$ cat src/rtl/hd44780_pkg.sv
// Shared definitions for the HD44780 bus responder: FSM states, instruction
// opcode masks, error bit positions and the blank character used by clear.
package hd44780_pkg;

  typedef enum logic [1:0] {
    INIT8 = 2'd0,
    HI    = 2'd1,
    LO    = 2'd2,
    CLEAR = 2'd3
  } state_t;

  localparam int ERR_BUSY    = 0;
  localparam int ERR_SHORT_E = 1;
  localparam int ERR_RS      = 2;
  localparam int ERR_RW      = 3;

  localparam logic [7:0] BLANK_CHAR = 8'h20;

  // Instruction classes are matched as (byte & mask) == value.
  localparam logic [7:0] OP_CLEAR_MASK = 8'hFF, OP_CLEAR_VAL = 8'h01;
  localparam logic [7:0] OP_HOME_MASK  = 8'hFE, OP_HOME_VAL  = 8'h02;
  localparam logic [7:0] OP_ENTRY_MASK = 8'hFC, OP_ENTRY_VAL = 8'h04;
  localparam logic [7:0] OP_DISP_MASK  = 8'hF8, OP_DISP_VAL  = 8'h08;
  localparam logic [7:0] OP_SHIFT_MASK = 8'hF0, OP_SHIFT_VAL = 8'h10;
  localparam logic [7:0] OP_FUNC_MASK  = 8'hE0, OP_FUNC_VAL  = 8'h20;
  localparam logic [7:0] OP_CGRAM_MASK = 8'hC0, OP_CGRAM_VAL = 8'h40;
  localparam logic [7:0] OP_DDRAM_MASK = 8'h80, OP_DDRAM_VAL = 8'h80;

  function automatic logic op_is(input logic [7:0] b, input logic [7:0] mask,
                                 input logic [7:0] val);
    return (b & mask) == val;
  endfunction

endpackage

$ cat src/rtl/lcd_sync_edge.sv
// Synchronizes the LCD bus, detects E edges and measures the E high width.
// Nibble/RS/RW are presented from the last sample taken while E was high.
module lcd_sync_edge #(
  parameter int E_MIN_HIGH = 10
) (
  input  logic       clk,
  input  logic       rst_n,
  input  logic [3:0] lcd_data,
  input  logic [2:0] lcd_ctrl,
  output logic       e_rise,
  output logic       e_fall,
  output logic [3:0] nibble,
  output logic       rs,
  output logic       rw,
  output logic       short_e
);

  localparam logic [15:0] MIN_W = 16'(E_MIN_HIGH);

  logic [6:0]  s1, s2;
  logic        e_prev;
  logic [3:0]  nib_q;
  logic        rs_q, rw_q;
  logic [15:0] high_cnt;

  always_ff @(posedge clk or negedge rst_n) begin
    if (!rst_n) begin
      s1       <= '0;
      s2       <= '0;
      e_prev   <= 1'b0;
      nib_q    <= '0;
      rs_q     <= 1'b0;
      rw_q     <= 1'b0;
      high_cnt <= '0;
    end else begin
      s1     <= {lcd_ctrl, lcd_data};
      s2     <= s1;
      e_prev <= s2[6];
      nib_q  <= s2[3:0];
      rs_q   <= s2[5];
      rw_q   <= s2[4];
      if (s2[6]) begin
        if (!e_prev)
          high_cnt <= 16'd1;
        else if (high_cnt != 16'hFFFF)
          high_cnt <= high_cnt + 16'd1;
      end
    end
  end

  assign e_rise  = s2[6] & ~e_prev;
  assign e_fall  = ~s2[6] & e_prev;
  assign nibble  = nib_q;
  assign rs      = rs_q;
  assign rw      = rw_q;
  assign short_e = high_cnt < MIN_W;

endmodule

$ cat src/rtl/hd44780_responder.sv
// Bus-level model of an HD44780 character LCD: decodes 8/4-bit strobes,
// maintains a 32-entry DDRAM and flags controller timing/protocol errors.
module hd44780_responder
  import hd44780_pkg::*;
#(
  parameter int E_MIN_HIGH = 10,
  parameter int CMD_GAP    = 2000,
  parameter int CLEAR_GAP  = 80000
) (
  input  logic       clk,
  input  logic       rst_n,
  input  logic [3:0] lcd_data,
  input  logic [2:0] lcd_ctrl,
  input  logic [4:0] rd_addr,
  output logic [7:0] rd_data,
  output logic       cmd_valid,
  output logic       data_valid,
  output logic [7:0] cmd_byte,
  output logic [4:0] cur_addr,
  output logic       mode_4bit,
  output logic       display_on,
  output logic [3:0] err
);

  localparam int GAP_MAX = (CLEAR_GAP > CMD_GAP) ? CLEAR_GAP : CMD_GAP;

  logic       rst_sync_n;
  logic       e_rise, e_fall, short_e, s_rs, s_rw;
  logic [3:0] nibble;

  state_t      state;
  logic        inc;
  logic [3:0]  hi_nib;
  logic        hi_rs;
  logic [4:0]  clr_idx;
  logic [31:0] gap_cnt;
  logic        after_clear;
  logic [7:0]  ddram [32];

  logic       strobe_ok, gap_ok;
  logic [7:0] byte_full;
  logic       wr_en;
  logic [4:0] wr_addr;
  logic [7:0] wr_data;

  // Reset asserts immediately; release lets the core run from the second clk.
  always_ff @(posedge clk or negedge rst_n) begin
    if (!rst_n) rst_sync_n <= 1'b0;
    else        rst_sync_n <= 1'b1;
  end

  lcd_sync_edge #(.E_MIN_HIGH(E_MIN_HIGH)) u_sync (
    .clk      (clk),
    .rst_n    (rst_sync_n),
    .lcd_data (lcd_data),
    .lcd_ctrl (lcd_ctrl),
    .e_rise   (e_rise),
    .e_fall   (e_fall),
    .nibble   (nibble),
    .rs       (s_rs),
    .rw       (s_rw),
    .short_e  (short_e)
  );

  assign strobe_ok = e_fall & ~short_e & ~s_rw;
  assign byte_full = {hi_nib, nibble};
  assign gap_ok    = after_clear ? (gap_cnt >= 32'(CLEAR_GAP))
                                 : (gap_cnt >= 32'(CMD_GAP));

  always_comb begin
    wr_en   = 1'b0;
    wr_addr = cur_addr;
    wr_data = byte_full;
    if (state == CLEAR) begin
      wr_en   = 1'b1;
      wr_addr = clr_idx;
      wr_data = BLANK_CHAR;
    end else if (state == LO && strobe_ok && s_rs == hi_rs && hi_rs) begin
      wr_en = 1'b1;
    end
  end

  // DDRAM keeps its contents across reset.
  always_ff @(posedge clk) begin
    if (wr_en) ddram[wr_addr] <= wr_data;
  end

  assign rd_data = ddram[rd_addr];

  always_ff @(posedge clk or negedge rst_sync_n) begin
    if (!rst_sync_n) begin
      state       <= INIT8;
      mode_4bit   <= 1'b0;
      display_on  <= 1'b0;
      inc         <= 1'b1;
      cur_addr    <= '0;
      cmd_byte    <= '0;
      cmd_valid   <= 1'b0;
      data_valid  <= 1'b0;
      err         <= '0;
      hi_nib      <= '0;
      hi_rs       <= 1'b0;
      clr_idx     <= '0;
      gap_cnt     <= 32'(GAP_MAX);
      after_clear <= 1'b0;
    end else begin
      cmd_valid  <= 1'b0;
      data_valid <= 1'b0;
      if (gap_cnt < 32'(GAP_MAX)) gap_cnt <= gap_cnt + 32'd1;
      if (e_rise && !gap_ok)  err[ERR_BUSY]    <= 1'b1;
      if (e_fall && short_e)  err[ERR_SHORT_E] <= 1'b1;
      if (e_fall && s_rw)     err[ERR_RW]      <= 1'b1;

      case (state)
        INIT8: begin
          if (strobe_ok && (nibble == 4'h3 || nibble == 4'h2)) begin
            cmd_byte    <= {nibble, 4'h0};
            cmd_valid   <= 1'b1;
            gap_cnt     <= '0;
            after_clear <= 1'b0;
            if (nibble == 4'h2) begin
              mode_4bit <= 1'b1;
              state     <= HI;
            end
          end
        end
        HI: begin
          if (strobe_ok) begin
            hi_nib <= nibble;
            hi_rs  <= s_rs;
            state  <= LO;
          end
        end
        LO: begin
          if (strobe_ok) begin
            state <= HI;
            if (s_rs != hi_rs) begin
              err[ERR_RS] <= 1'b1;
            end else begin
              cmd_byte    <= byte_full;
              gap_cnt     <= '0;
              after_clear <= 1'b0;
              if (hi_rs) begin
                data_valid <= 1'b1;
                cur_addr   <= inc ? cur_addr + 5'd1 : cur_addr - 5'd1;
              end else begin
                cmd_valid <= 1'b1;
                if (op_is(byte_full, OP_CLEAR_MASK, OP_CLEAR_VAL)) begin
                  state       <= CLEAR;
                  clr_idx     <= '0;
                  after_clear <= 1'b1;
                end else if (op_is(byte_full, OP_HOME_MASK, OP_HOME_VAL)) begin
                  cur_addr <= '0;
                end else if (op_is(byte_full, OP_ENTRY_MASK, OP_ENTRY_VAL)) begin
                  inc <= byte_full[1];
                end else if (op_is(byte_full, OP_DISP_MASK, OP_DISP_VAL)) begin
                  display_on <= byte_full[2];
                end else if (op_is(byte_full, OP_FUNC_MASK, OP_FUNC_VAL)) begin
                  if (byte_full[4]) begin
                    mode_4bit <= 1'b0;
                    state     <= INIT8;
                  end
                end else if (op_is(byte_full, OP_DDRAM_MASK, OP_DDRAM_VAL)) begin
                  cur_addr <= {byte_full[6], byte_full[3:0]};
                end
              end
            end
          end
        end
        CLEAR: begin
          // The fill owns the DDRAM port; any strobe now is a busy violation.
          if (e_fall) err[ERR_BUSY] <= 1'b1;
          clr_idx <= clr_idx + 5'd1;
          if (clr_idx == 5'd31) begin
            cur_addr <= '0;
            inc      <= 1'b1;
            state    <= HI;
          end
        end
        default: state <= INIT8;
      endcase
    end
  end

endmodule

$ cat config.mk
export PLATFORM = sky130hd
export DESIGN_NAME = hd44780_responder
export DESIGN_NICKNAME = d
export VERILOG_FILES = /design/src/rtl/hd44780_pkg.sv /design/src/rtl/lcd_sync_edge.sv /design/src/rtl/hd44780_responder.sv
export SDC_FILE = /design/constraint.sdc
export NUM_CORES = 1
export LEC_CHECK = 0
export ABC_AREA = 1
export ABC_CLOCK_PERIOD_IN_PS = 3800
export BUFFER_PORTS_ARGS = -buffer_cell sky130_fd_sc_hd__buf_2
export CORE_MARGIN = 1
export CORE_UTILIZATION = 50
export CTS_BUF_LIST = sky130_fd_sc_hd__clkbuf_4
export CTS_CLUSTER_SIZE = 25
export DETAILED_ROUTE_END_ITERATION = 6
export MAX_ROUTING_LAYER = met4
export PLACE_DENSITY = 0.63
export SETUP_SLACK_MARGIN = 0.02
export SLEW_MARGIN = 5
export SYNTH_ARGS = -nofsm -noshare
export SYNTH_HDL_FRONTEND = slang
export SYNTH_SLANG_ARGS = --single-unit
$ cat constraint.sdc
create_clock -name clk -period 3.8 [get_ports clk]
set_clock_uncertainty 0.2 [all_clocks]
set_input_delay 0 -clock clk [delete_from_list [all_inputs] [get_ports clk]]
set_output_delay 0 -clock clk [all_outputs]
set_load 0.03 [all_outputs]
# [After elaboration in Yosys (flattened, before gate mapping)]
# Memory sizes are Yosys's and may differ from the RTL's.
# Cells that the tools add are included.
[word_totals] ff_bits=105 ramBits=256 inputBits=14 output_inout_bits=29 word_cells=192 n_memories=1
[memory_table] name="ddram" words=32 word_bits=8 rd=1 rd_clocked_by_memory_dff=0 wr=1 line="hd44780_responder.sv:38" text="logic [7:0] ddram [32];"
[classes] add_sub_neg=5 n_lt_le_gt_ge=4 eq_ne=35 mux=87 bitwise=13 n_reduce_logical=22
[ops] operator="two-way mux 32 bit" n=4
[ops] operator="two-way mux 5 bit" n=16
[ops] operator="case mux 32 bit (2 select lines)" n=1
[ops] operator="two-way mux 1 bit" n=44
[ops] operator="adder 32 x 1 -> 32 bit (second input constant)" n=1
[ops] operator="greater-or-equal comparator 32 x 11 -> 1 bit (second input constant)" n=1
[ops] operator="greater-or-equal comparator 32 x 17 -> 1 bit (second input constant)" n=1
[ops] operator="< comparator 32 x 17 -> 1 bit (second input constant)" n=1
[ops] operator="two-way mux 16 bit" n=2
[ops] operator="two-way mux 8 bit" n=4
[ops] operator="!= test 2 bit (second input constant)" n=12
[ops] operator="case mux 5 bit (2 select lines)" n=2
[ops] operator="adder 16 x 1 -> 16 bit (second input constant)" n=1
[ops] operator="< comparator 16 x 4 -> 1 bit (second input constant)" n=1
[ops] operator="two-way mux 2 bit" n=8
[ops] operator="!= test 16 bit (second input constant)" n=1
[ops] operator="case mux 8 bit (2 select lines)" n=1
[ops] operator="AND reduction 8 bit" n=2
[ops] operator="!= test 4 bit (second input constant)" n=3
[ops] operator="AND reduction 12 bit" n=1
[ops] operator="adder 5 x 1 -> 5 bit (second input constant)" n=2
[ops] operator="AND reduction 5 bit" n=2
[ops] operator="inverter 1 bit" n=9
[ops] operator="AND reduction 9 bit" n=1
[ops] operator="26 further kinds" n=45

# [Longest topological paths before layout]
# Gate-level depths: netlist of the first run.
[depth] depth_word=11 ltp_mapped=11 depth_no_buf=11

# [Cells and area by module]
# From an unflattened synthesis of the first run, not the netlist that was laid out.
[hier_totals] cells_unflattened=1405 area_unflattened_um2=15665.0
[modules_own_cells] module="hd44780_responder" n_inst=1 cells_per_inst=1220 area_per_inst_um2=13944.6 seq_area_each_um2=9396.5
[modules_own_cells] module="lcd_sync_edge" n_inst=1 cells_per_inst=185 area_per_inst_um2=1720.4 seq_area_each_um2=925.9

# [Least setup slack after synthesis of the first run]
# Ideal clock, no wire load.
[synth_path] path_kind="register to register" start="register state[0]" end="memory ddram[0][6], data pin" setup_ps=351 arrival_ps=1820 t_required_ps=3249 path_slack_ps=1428 stages_incl_launch_ff=5 path_buffers=2 period_less_slack_ps=2372 path_cell_list="dfrtp_1 > ha_1 > buf_2 > buf_1 > nor2_1"
[synth_between] elab_chain_len=2
[synth_lines] element="start, declared" line="hd44780_responder.sv:31" text="state_t state;"
[synth_lines] element="start signal, assigned" line="hd44780_responder.sv:92" text="state <= INIT8;"
[synth_lines] element="start signal, assigned" line="hd44780_responder.sv:123" text="state <= HI;"
[synth_lines] element="start signal, assigned" line="hd44780_responder.sv:131" text="state <= LO;"
[synth_lines] element="equality test 2 bit" line="hd44780_responder.sv:74" text="if (state == CLEAR) begin"
[synth_lines] element="two-way mux 8 bit" line="hd44780_responder.sv:74"
[synth_lines] element="named net wr_data[6]" line="hd44780_responder.sv:44" text="logic [7:0] wr_data;"
[synth_lines] element="end, declared" line="hd44780_responder.sv:38"
# The timed path passes the listed nets, and every way through them passes these cells.

# [Worst setup path after layout of the first run]
[layout_path] start="register state[0]" end="memory ddram[19][1] (enable)"
[layout_between] elab_chain_len=8 word_cells_on_any_way=10 cone_classes="2 x eq/ne; 5 x mux; 3 x reduce/logical"
[layout_lines] element="equality test 2 bit" line="hd44780_responder.sv:78" text="end else if (state == LO && strobe_ok && s_rs == hi_rs && hi_rs) begin"
[layout_lines] element="logical AND 1 bit (3 in a row)" line="hd44780_responder.sv:78"
[layout_lines] element="two-way mux 1 bit" line="hd44780_responder.sv:78"
[layout_lines] element="two-way mux 1 bit" line="hd44780_responder.sv:74"
[layout_lines] element="two-way mux 1 bit" line="hd44780_responder.sv:85" text="if (wr_en) ddram[wr_addr] <= wr_data;"
[layout_lines] element="two-way mux 1 bit (not written as such)" line="hd44780_responder.sv:85"
# Parallel ways exist; a longest one is shown, timed or not.

==> results.py, run 1 <==
metrics = {
    "sta": {
        "layout_min_cycle_time_ps": 2930,
        "finalSetupViolCount": 0,
        "period_share": 0.771,
        "slew_headroom": 0.308,
        "tns_ps": 0,
        "fmax_mhz": 341,
        "drv_slew": 0,
        "tightest_slew_ps": 1040,
        "hold_viol": 0,
        "grt_setup_unrepaired": "no",
    },
    "detailed_routing": {
        "routed_via_density": 5.44,
        "vias": 11100,
        "antenna_left": 0,
        "first_pass_iters": 7,
        "drc_errors": 8,
        "wl_per_cell_um": 18.1,
        "totalWireLength_mm": 37.0,
        "drtIter0Drc": 846,
    },
    "clock_network": {
        "clockRootBuffer": "clkbuf_4",
        "clock_sinks": 361,
        "post_cts_buffers": 0,
        "clkTransAtPathRegs_ps": 60,
        "cts_made_buffers": 91,
        "cts_resized": 0,
        "cts_buffer_depth": 3,
        "h-tree-depth": 3,
        "cts_hold_repair.buffers": 17,
        "cts_tree": "yes",
        "clk-insertion-delay-late_ps": 700,
    },
    "setup_path": {
        "crit_required_ps": 3940,
        "r2r_cells": 7,
        "arrival_ps": 3070,
        "crit_type": "reg -> reg",
        "start_kind": "register",
        "endpoint_kind": "register",
        "critPathMaxFanout": 14,
        "crit_start": "state[0]",
        "worstReg2RegStart": "state[0]",
    },
    "layout": {
        "nNetsFinal": 1621,
        "finalInstanceArea_um2": 17600,
        "area_growth_pct": 12.0,
        "layout-drive-gt1-share": 0.158,
    },
    "global_routing": {
        "globalRoute.totalOverflow": 0,
        "grt_max_degree": 67,
        "grt_pass1_wl_mm": 59.7,
        "grt_pass1_vias": 11100,
        "grt_util_all_layers": 0.243,
        "antenna_found_initial": 1,
    },
    "pwr": {
        "p_leak_uw": 0.00674,
        "seqPwrFrac": 0.536,
        "switching_share": 0.232,
        "p_comb_frac": 0.056,
        "p_int_uw": 6190,
        "switchingPower_uw": 1870,
        "clkPwrFrac": 0.408,
        "finalPower_uw": 8050,
        "power_density_nw_per_um2": 457,
        "peakVddDrop_mv": 0.245,
    },
    "floorplanning": {
        "ios": 43,
        "rows": 64,
        "dieArea_um2": 32200,
        "core_um2": 30800,
        "die_w_um": 179,
        "fp.dieH_um": 179,
        "initial_core_util": 0.511,
    },
    "synth": {
        "synth-main-ff-cell": "edfxtp_1",
        "synth_area_um2": 15800,
        "async_flop_share": 0.291,
        "seq_area_frac_synth": 0.655,
        "synthTopCellsByArea": "edfxtp_1 (49%), dfrtp_1 (16%), nor2_1 (6.6%)",
        "syn_area_per_cell_um2": 10.6,
        "syn_inst": 1487,
        "ys_ff_latch": 361,
        "yosys_warnings": 0,
        "ys_types": 47,
        "yosysTopAreaCell": "edfxtp_1",
        "synth_fp_nets": 1516,
        "synth_edf_count": 256,
        "synth.top_cell.area_share": 0.488,
    },
    "place": {
        "gp_congestion": 0.874,
        "port_buffers": 42,
        "place_hpwl_mm": 22.9,
        "place_area_um2": 16300,
    },
    "hold_path": {
        "hp-class": "reg -> reg",
        "hp-start": "u_sync.s1[6]",
        "min_path_cells": 0,
    },
    "job": {
        "maxCapViolations": 0,
    },
    "outcome": {
        "violations": "design-rule violations",
        "status": "complete, but fails checks",
    },
}
-- synth_stat cells, drive strengths merged, types with 4 or more instances --
library cell,n
o21bai,4
nor2,284
inv,98
o31ai,14
o21ai,159
buf,33
a21oi,29
nand4,13
nor3,11
o221ai,24
xor2,17
o211ai,24
nand2,261
edfxtp,256
dfstp,6
ha,14
dfrtp,99
clkbuf,33
nand3,88
-- flip-flops by register name, summed over array words and instances, names as in the netlist, 5 cells and up --
register,flops
u_sync.high_cnt,16
clr_idx,5
u_sync.s1,7
ddram,256
u_sync.s2,7
cur_addr,5
cmd_byte,8
gap_cnt,32
-- logic make-up after synthesis --
logic type	share of synthesized area
DFF	0.655
and+or+nand+nor	0.177
other	0.000238
AOI/OAI and AO/OA	0.0979
xor gates and xnor gates	0.0106
buffers and inverters	0.0464
adders and majority gates	0.0124
-- worst paths after layout --
path / to / slack, ps
hold reg to reg: u_sync.s2[6] / 150
min in group asynchronous: gap_cnt[30] / 230
setup reg to reg: ddram[19][1] / 870
hold / removal: u_sync.s2[6] / 150
setup / recovery: ddram[19][1] / 870
max in group asynchronous: u_sync.high_cnt[10] / 2320
-- critical path: stages (launching register included) --
cell,delay [ps]
dfrtp_1,400
ha_1,460
inv_2,200
a21oi_1,290
inv_1,100
nor2_1,180
nand2_4,160
nor2_1,590
-- layer usage --
| metal | routed length (um) | GRT usage |
|---|---|---|
| met4 | 699 | 0.0821 |
| met3 | 2280 | 0.0389 |
| met1 | 16900 | 0.334 |
| met5 | 0 | - |
| met2 | 17200 | 0.371 |
-- power groups by stage --
| stage | Combinational (uW) | Sequential, uW | Clock [uW] |
|---|---|---|---|
| floorplan | 305 | 4390 | 0 |
| global placement | 436 | 4400 | 0 |
| detailed placement | 439 | 4400 | 0 |
| CTS | 454 | 4320 | 3380 |
| global route | 509 | 4320 | 3550 |
| finish | 455 | 4320 | 3280 |
-- metrics by stage --
step | utilization | std cells | worst slack (ps) | hold WS (ps)
6_report | 0.572 | 2050 | 870 | 147
5_1_grt | 0.572 | 2050 | 560 | 157
4_1_cts | 0.572 | 2049 | 857 | 147
3_5_place_dp | 0.528 | 1878 | 855 | -424
3_3_place_gp | 0.528 | 1878 | 919 | -426
2_1_floorplan | - | 1487 | 439 | -496
-- placed cells by master (no fill, tap or decap), types with 4 or more instances in the layout --
master / n
nor2_1: 271
edfxtp_1: 256
nand2_1: 249
clkbuf_4: 140
o21ai_0: 139
dfrtp_1: 98
inv_1: 89
nand3_1: 82
buf_2: 41
a21oi_1: 28
o221ai_1: 24
o211ai_1: 24
o21ai_1: 19
buf_4: 19
xor2_1: 17
dlygate4sd3_1: 17
o31ai_1: 14
ha_1: 14
nand4_1: 13
nor3_1: 10
nor2_2: 9
inv_2: 8
clkinv_1: 7
nand2_2: 6
nand2_4: 6
dfstp_2: 6
nand3_2: 5
nor2_4: 4
o21bai_1: 4
-- layout make-up --
cell class,count,area (um2)
Inverter,98,372
Clock buffer,140,1050
Antenna cell,1,2.50
Clock inverter,14,119
Tap cell,396,495
Multi-Input combinational cell,962,4730
Timing Repair Buffer,78,538
Fill cell,2680,13200
Sequential cell,361,10300
Note: power is estimated with default switching activity, not from simulation.
==> run 2: changes to the inputs <==
ABC_CLOCK_PERIOD_IN_PS = 2500   (was 3800)
PLACE_DENSITY = 0.66   (was 0.63)
clock period = 2.5 ns   (was 3.8 ns; I/O delays follow)
==> run 2 against run 1 <==
Effect of this change: the run still ends with design-rule violations left; sequential share of layout area shrank 1.4 points; clock power grew 44%; global-route usage grew 0.052 points; register-to-register slack lost 660 ps; critical path type is now reg -> out; largest power group unchanged.
==> results.py, run 2 (same netlist as run 1, synthesis figures left out) <==
metrics = {
    "outcome": {
        "violations": "design-rule violations",
        "status": "complete, but fails checks",
    },
    "place": {
        "gp_congestion": 0.891,
        "place_area_um2": 16700,
        "dpl.cell_count": 1930,
        "port_buffers": 42,
        "place_hpwl_mm": 23.2,
    },
    "clock_network": {
        "clock_sinks": 361,
        "cts_made_buffers": 89,
        "cts_tree": "yes",
        "clkTransAtPathRegs_ps": 70,
        "h-tree-depth": 3,
        "post_cts_buffers": 0,
        "clockRootBuffer": "clkbuf_4",
        "cts_buffer_depth": 3,
        "clk-insertion-delay-late_ps": 730,
    },
    "layout": {
        "seqCellArea_um2": 10300,
        "nFillCells": 2569,
        "largest-register": "ddram",
        "largest_reg_flops": 256,
        "fin_util": 0.586,
        "final_cells": 2108,
        "layout-drive-gt1-share": 0.183,
        "finalInstanceArea_um2": 18100,
        "final_common_cell": "nor2_1",
        "area_growth_pct": 14.6,
        "nNetsFinal": 1671,
        "layout_common_cells": "nor2_1 (269), edfxtp_1 (256), nand2_1 (249)",
        "multi_input_area_um2": 4750,
        "top_regs": "ddram: 256 flops, gap_cnt: 32 flops, u_sync.high_cnt: 16 flops",
    },
    "global_routing": {
        "grt_pass1_wl_mm": 59.5,
        "globalRoute.totalOverflow": 0,
        "grt_max_degree": 67,
        "grt_pass1_vias": 11200,
        "antenna_found_initial": 2,
        "grt_util_all_layers": 0.244,
    },
    "detailed_routing": {
        "vias": 11300,
        "routed_via_density": 5.35,
        "drc_errors": 10,
        "antenna_left": 0,
        "totalWireLength_mm": 36.9,
        "wl_per_cell_um": 17.5,
        "first_pass_iters": 7,
        "drtIter0Drc": 1166,
    },
    "sta": {
        "grt_setup_unrepaired": "yes",
        "slew_headroom": 0.507,
        "tns_ps": 0,
        "period_share": 0.940,
        "layout_min_cycle_time_ps": 2350,
        "drv_slew": 0,
        "tightest_slew_ps": 739,
        "hold_slack_ps": 68.8,
        "fmax_mhz": 426,
        "hold_viol": 0,
        "finalSetupViolCount": 0,
    },
    "pwr": {
        "peakVddDrop_mv": 0.447,
        "power_density_nw_per_um2": 664,
        "p_leak_uw": 0.00699,
    },
    "setup_path": {
        "start_kind": "register",
        "endpoint_kind": "primary output",
        "arrival_ps": 2150,
        "path_cells": "o21ai_0 -> nor2_1 -> o31ai_2 -> nand2_1 -> nand2_1 -> nand2_1 -> buf_2",
        "critPathMaxFanout": 1,
        "cp_common_cell": "nand2_1",
        "cp_slowest_cell": "edfxtp_1",
        "crit_type": "reg -> out",
        "slowest_delay_ps": 360,
        "crit_required_ps": 2300,
    },
    "floorplanning": {
        "initial_core_util": 0.511,
        "ios": 43,
        "rows": 64,
        "fp.dieH_um": 179,
        "dieArea_um2": 32200,
        "core_um2": 30800,
        "die_w_um": 179,
    },
    "hold_path": {
        "hp-class": "reg -> async",
    },
    "job": {
        "maxCapViolations": 0,
    },
}
## run 2: cell types whose count changed in the layout (fill, tap and decap cells not counted), sizes merged
| cell | change |
|---|---|
| buf | +52 |
| clkinv | +16 |
| clkbuf | -11 |
| bufinv | -2 |
| inv | +1 |
| diode | +2 |
## run 2: where the power goes
group / internal (uW) / total (uW) / switching [uW] / leakage, uW
clock network: 2390 / 4720 / 2330 / 0.000654
registers: 6460 / 6550 / 92.3 / 0.00340
logic: 229 / 726 / 497 / 0.00294
total: 9070 / 12000 / 2920 / 0.00699
## run 2: layout make-up
cell class / instances / area share
inverters: 98 / 0.0206
clock inverters: 29 / 0.00769
diodes: 3 / 0.000416
multi-input cells: 962 / 0.263
flip-flops and latches: 361 / 0.572
well taps: 396 / 0.0274
repair buffers: 130 / 0.0549
clock buffers: 129 / 0.0536
## run 2: per-stage QoR
stage	total power, uW	worst slack (ps)
final	12000	150
after global routing	12500	8.06
after CTS	12100	33.7
after floorplan	7130	128
after detailed placement	7370	112
after global placement	7360	177
## run 2: timing repair
action,CTS,global route
gates resized for setup,1,8
cloned,0,0
pin swaps,0,2
endpoints found under the setup margin,1,224
endpoints found under the hold margin,8,0
hold buffers,17,0
## run 2: worst paths after layout
path | slack (ps) | depth (start not counted) | endpoint | startpoint
max reg2reg | 210 | 10 | ddram[11][1] | u_sync.s2[6]
min in group clk | 140 | 0 | u_sync.rs | u_sync.s2[5]
max in group asynchronous | 1230 | 1 | inc | rst_sync_n
min | 70 | 0 | gap_cnt[2] | rst_sync_n
min reg2reg | 70 | 0 | gap_cnt[2] | rst_sync_n
max | 150 | 7 | rd_data[4] | ddram[30][4]
## run 2: layer usage
layer / GRT usage / up-vias / part of all wire
li1: - / 5499 / -
met1: 0.325 / 5294 / 0.45
met2: 0.373 / 420 / 0.46
met3: 0.0549 / 59 / 0.072
met4: 0.0803 / 0 / 0.020
met5: - / - / 0
## run 2: critical path, delay by kind of cell, from the launching register on
kind                   cells  cell delay [ps]
DFF                        1              360
and+or+nand+nor            4              350
buffers and inverters      1              170
AOI/OAI and AO/OA          2              550
==> run 3: changes to the inputs <==
CORE_UTILIZATION = 58   (was 50)
PLACE_DENSITY = 0.75   (was 0.66)
TNS_END_PERCENT = 5   (was default)
==> run 3 against run 2 <==
Effect of this change: non-clock buffer count fell by 1; sequential share of layout area up 0.052 points; die area decreased by 14%; power rose by 2.2%; final area about the same; critical endpoint is now rd_data[3]; the flow now finishes without violations; register-to-register slack about the same; flip-flop and latch count is the same; worst setup slack gained 26 ps.
==> results.py, run 3 (same netlist as run 1, synthesis figures left out) <==
metrics = {
    "outcome": {
        "status": "finished clean",
    },
    "setup_path": {
        "r2r_cells": 7,
        "crit_type": "reg -> out",
        "endpoint_kind": "primary output",
        "crit_required_ps": 2300,
        "start_kind": "register",
        "critPathMaxFanout": 1,
        "arrival_ps": 2120,
    },
    "floorplanning": {
        "rows": 59,
        "core_um2": 26400,
        "dieArea_um2": 27800,
        "fp.dieH_um": 167,
        "die_w_um": 167,
        "ios": 43,
        "initial_core_util": 0.598,
    },
    "layout": {
        "final_cells": 2050,
        "layout-drive-gt1-share": 0.181,
        "nNetsFinal": 1672,
        "area_growth_pct": 14.5,
        "finalInstanceArea_um2": 18000,
        "top_regs": "ddram: 256 flops, gap_cnt: 32 flops, u_sync.high_cnt: 16 flops",
        "layout_common_cells": "nor2_1 (271), edfxtp_1 (256), nand2_1 (249)",
        "final_common_cell": "nor2_1",
        "largest-register": "ddram",
        "largest_reg_flops": 256,
    },
    "detailed_routing": {
        "highest_layer": "met4",
        "first_pass_iters": 6,
        "drc_errors": 0,
        "antenna_left": 0,
        "totalWireLength_mm": 36.4,
        "wl_met3_mm": 2.56,
        "met1Wirelength_mm": 15.0,
        "vias": 11300,
        "wl_per_cell_um": 17.7,
        "drtIter0Drc": 978,
        "wl_met2_mm": 17.9,
        "routed_via_density": 5.53,
    },
    "job": {
        "maxCapViolations": 0,
    },
    "sta": {
        "fmax_mhz": 430,
        "layout_min_cycle_time_ps": 2320,
        "hold_viol": 0,
        "tns_ps": 0,
        "grt_setup_unrepaired": "no",
        "slew_headroom": 0.505,
        "drv_slew": 0,
        "hold_slack_ps": 132,
        "period_share": 0.930,
        "fin_ws_ps": 176,
        "finalSetupViolCount": 0,
        "tightest_slew_ps": 742,
    },
    "place": {
        "port_buffers": 42,
        "dpl.cell_count": 1868,
        "gp_congestion": 0.903,
        "place_area_um2": 16700,
        "pre_cts_slack_ps": 112,
        "place_hpwl_mm": 22.8,
    },
    "pwr": {
        "peakVddDrop_mv": 0.487,
        "power_density_nw_per_um2": 680,
        "p_leak_uw": 0.00704,
    },
    "clock_network": {
        "clockRootBuffer": "clkbuf_4",
        "clk-insertion-delay-late_ps": 710,
        "post_cts_buffers": 0,
        "cts_buffer_depth": 3,
        "h-tree-depth": 3,
        "clock_sinks": 361,
        "cts_made_buffers": 91,
        "clkTransAtPathRegs_ps": 70,
        "cts_tree": "yes",
    },
    "global_routing": {
        "antenna_found_initial": 1,
        "grt_max_degree": 129,
        "globalRoute.totalOverflow": 0,
        "grt_pass1_wl_mm": 57.8,
        "grt_util_all_layers": 0.277,
        "grt_pass1_vias": 11300,
    },
    "hold_path": {
        "hp-class": "reg -> async",
    },
}
[run 3: stage by stage]
step,utilization,power [uW]
6_report,0.684,12300
5_1_grt,0.684,12800
4_1_cts,0.684,12400
3_5_place_dp,0.633,7370
3_3_place_gp,0.633,7350
2_1_floorplan,-,7130
[run 3: worst paths after layout]
kind | slack [ps] | to | start
min in group clk | 140 | u_sync.rs | u_sync.s2[5]
worst min register to register | 130 | gap_cnt[31] | rst_sync_n
worst max-delay path | 180 | rd_data[3] | ddram[30][3]
worst max register to register | 220 | ddram[0][4] | state[0]
max in group asynchronous | 1300 | inc | rst_sync_n
worst min-delay path | 130 | gap_cnt[31] | rst_sync_n
[run 3: layout make-up]
cell class / count / area [um2]
flip-flops and latches: 361 / 10300
fillers: 1960 / 8320
multi-input cells: 962 / 4720
repair buffers: 129 / 1010
clock buffers: 133 / 998
well taps: 335 / 419
inverters: 98 / 372
clock inverters: 31 / 186
diodes: 1 / 2.50
[run 3: repair_timing]
item	CTS	global route
hold buffers	17	0
setup endpoints to repair	0	213
endpoints found under the hold margin	8	0
resized for setup	0	2
[run 3: critical path, stage by stage (launching register included)]
cell,delay (ps)
edfxtp_1,370
o21ai_0,150
nor2_1,70
o31ai_1,390
nand2_1,150
nand2_1,80
nand2_1,50
buf_2,170
[run 3: layer usage]
metal | GRT usage | vias up
li1 | - | 5500
met1 | 0.346 | 5328
met2 | 0.453 | 429
met3 | 0.0530 | 75
met4 | 0.0966 | 0
met5 | - | -
[run 3: report_power, final]
group / switching [uW] / internal (uW) / total, uW / leakage (uW)
registers: 93.3 / 6460 / 6550 / 0.00340
logic: 492 / 235 / 727 / 0.00295
clock network: 2330 / 2650 / 4990 / 0.000697
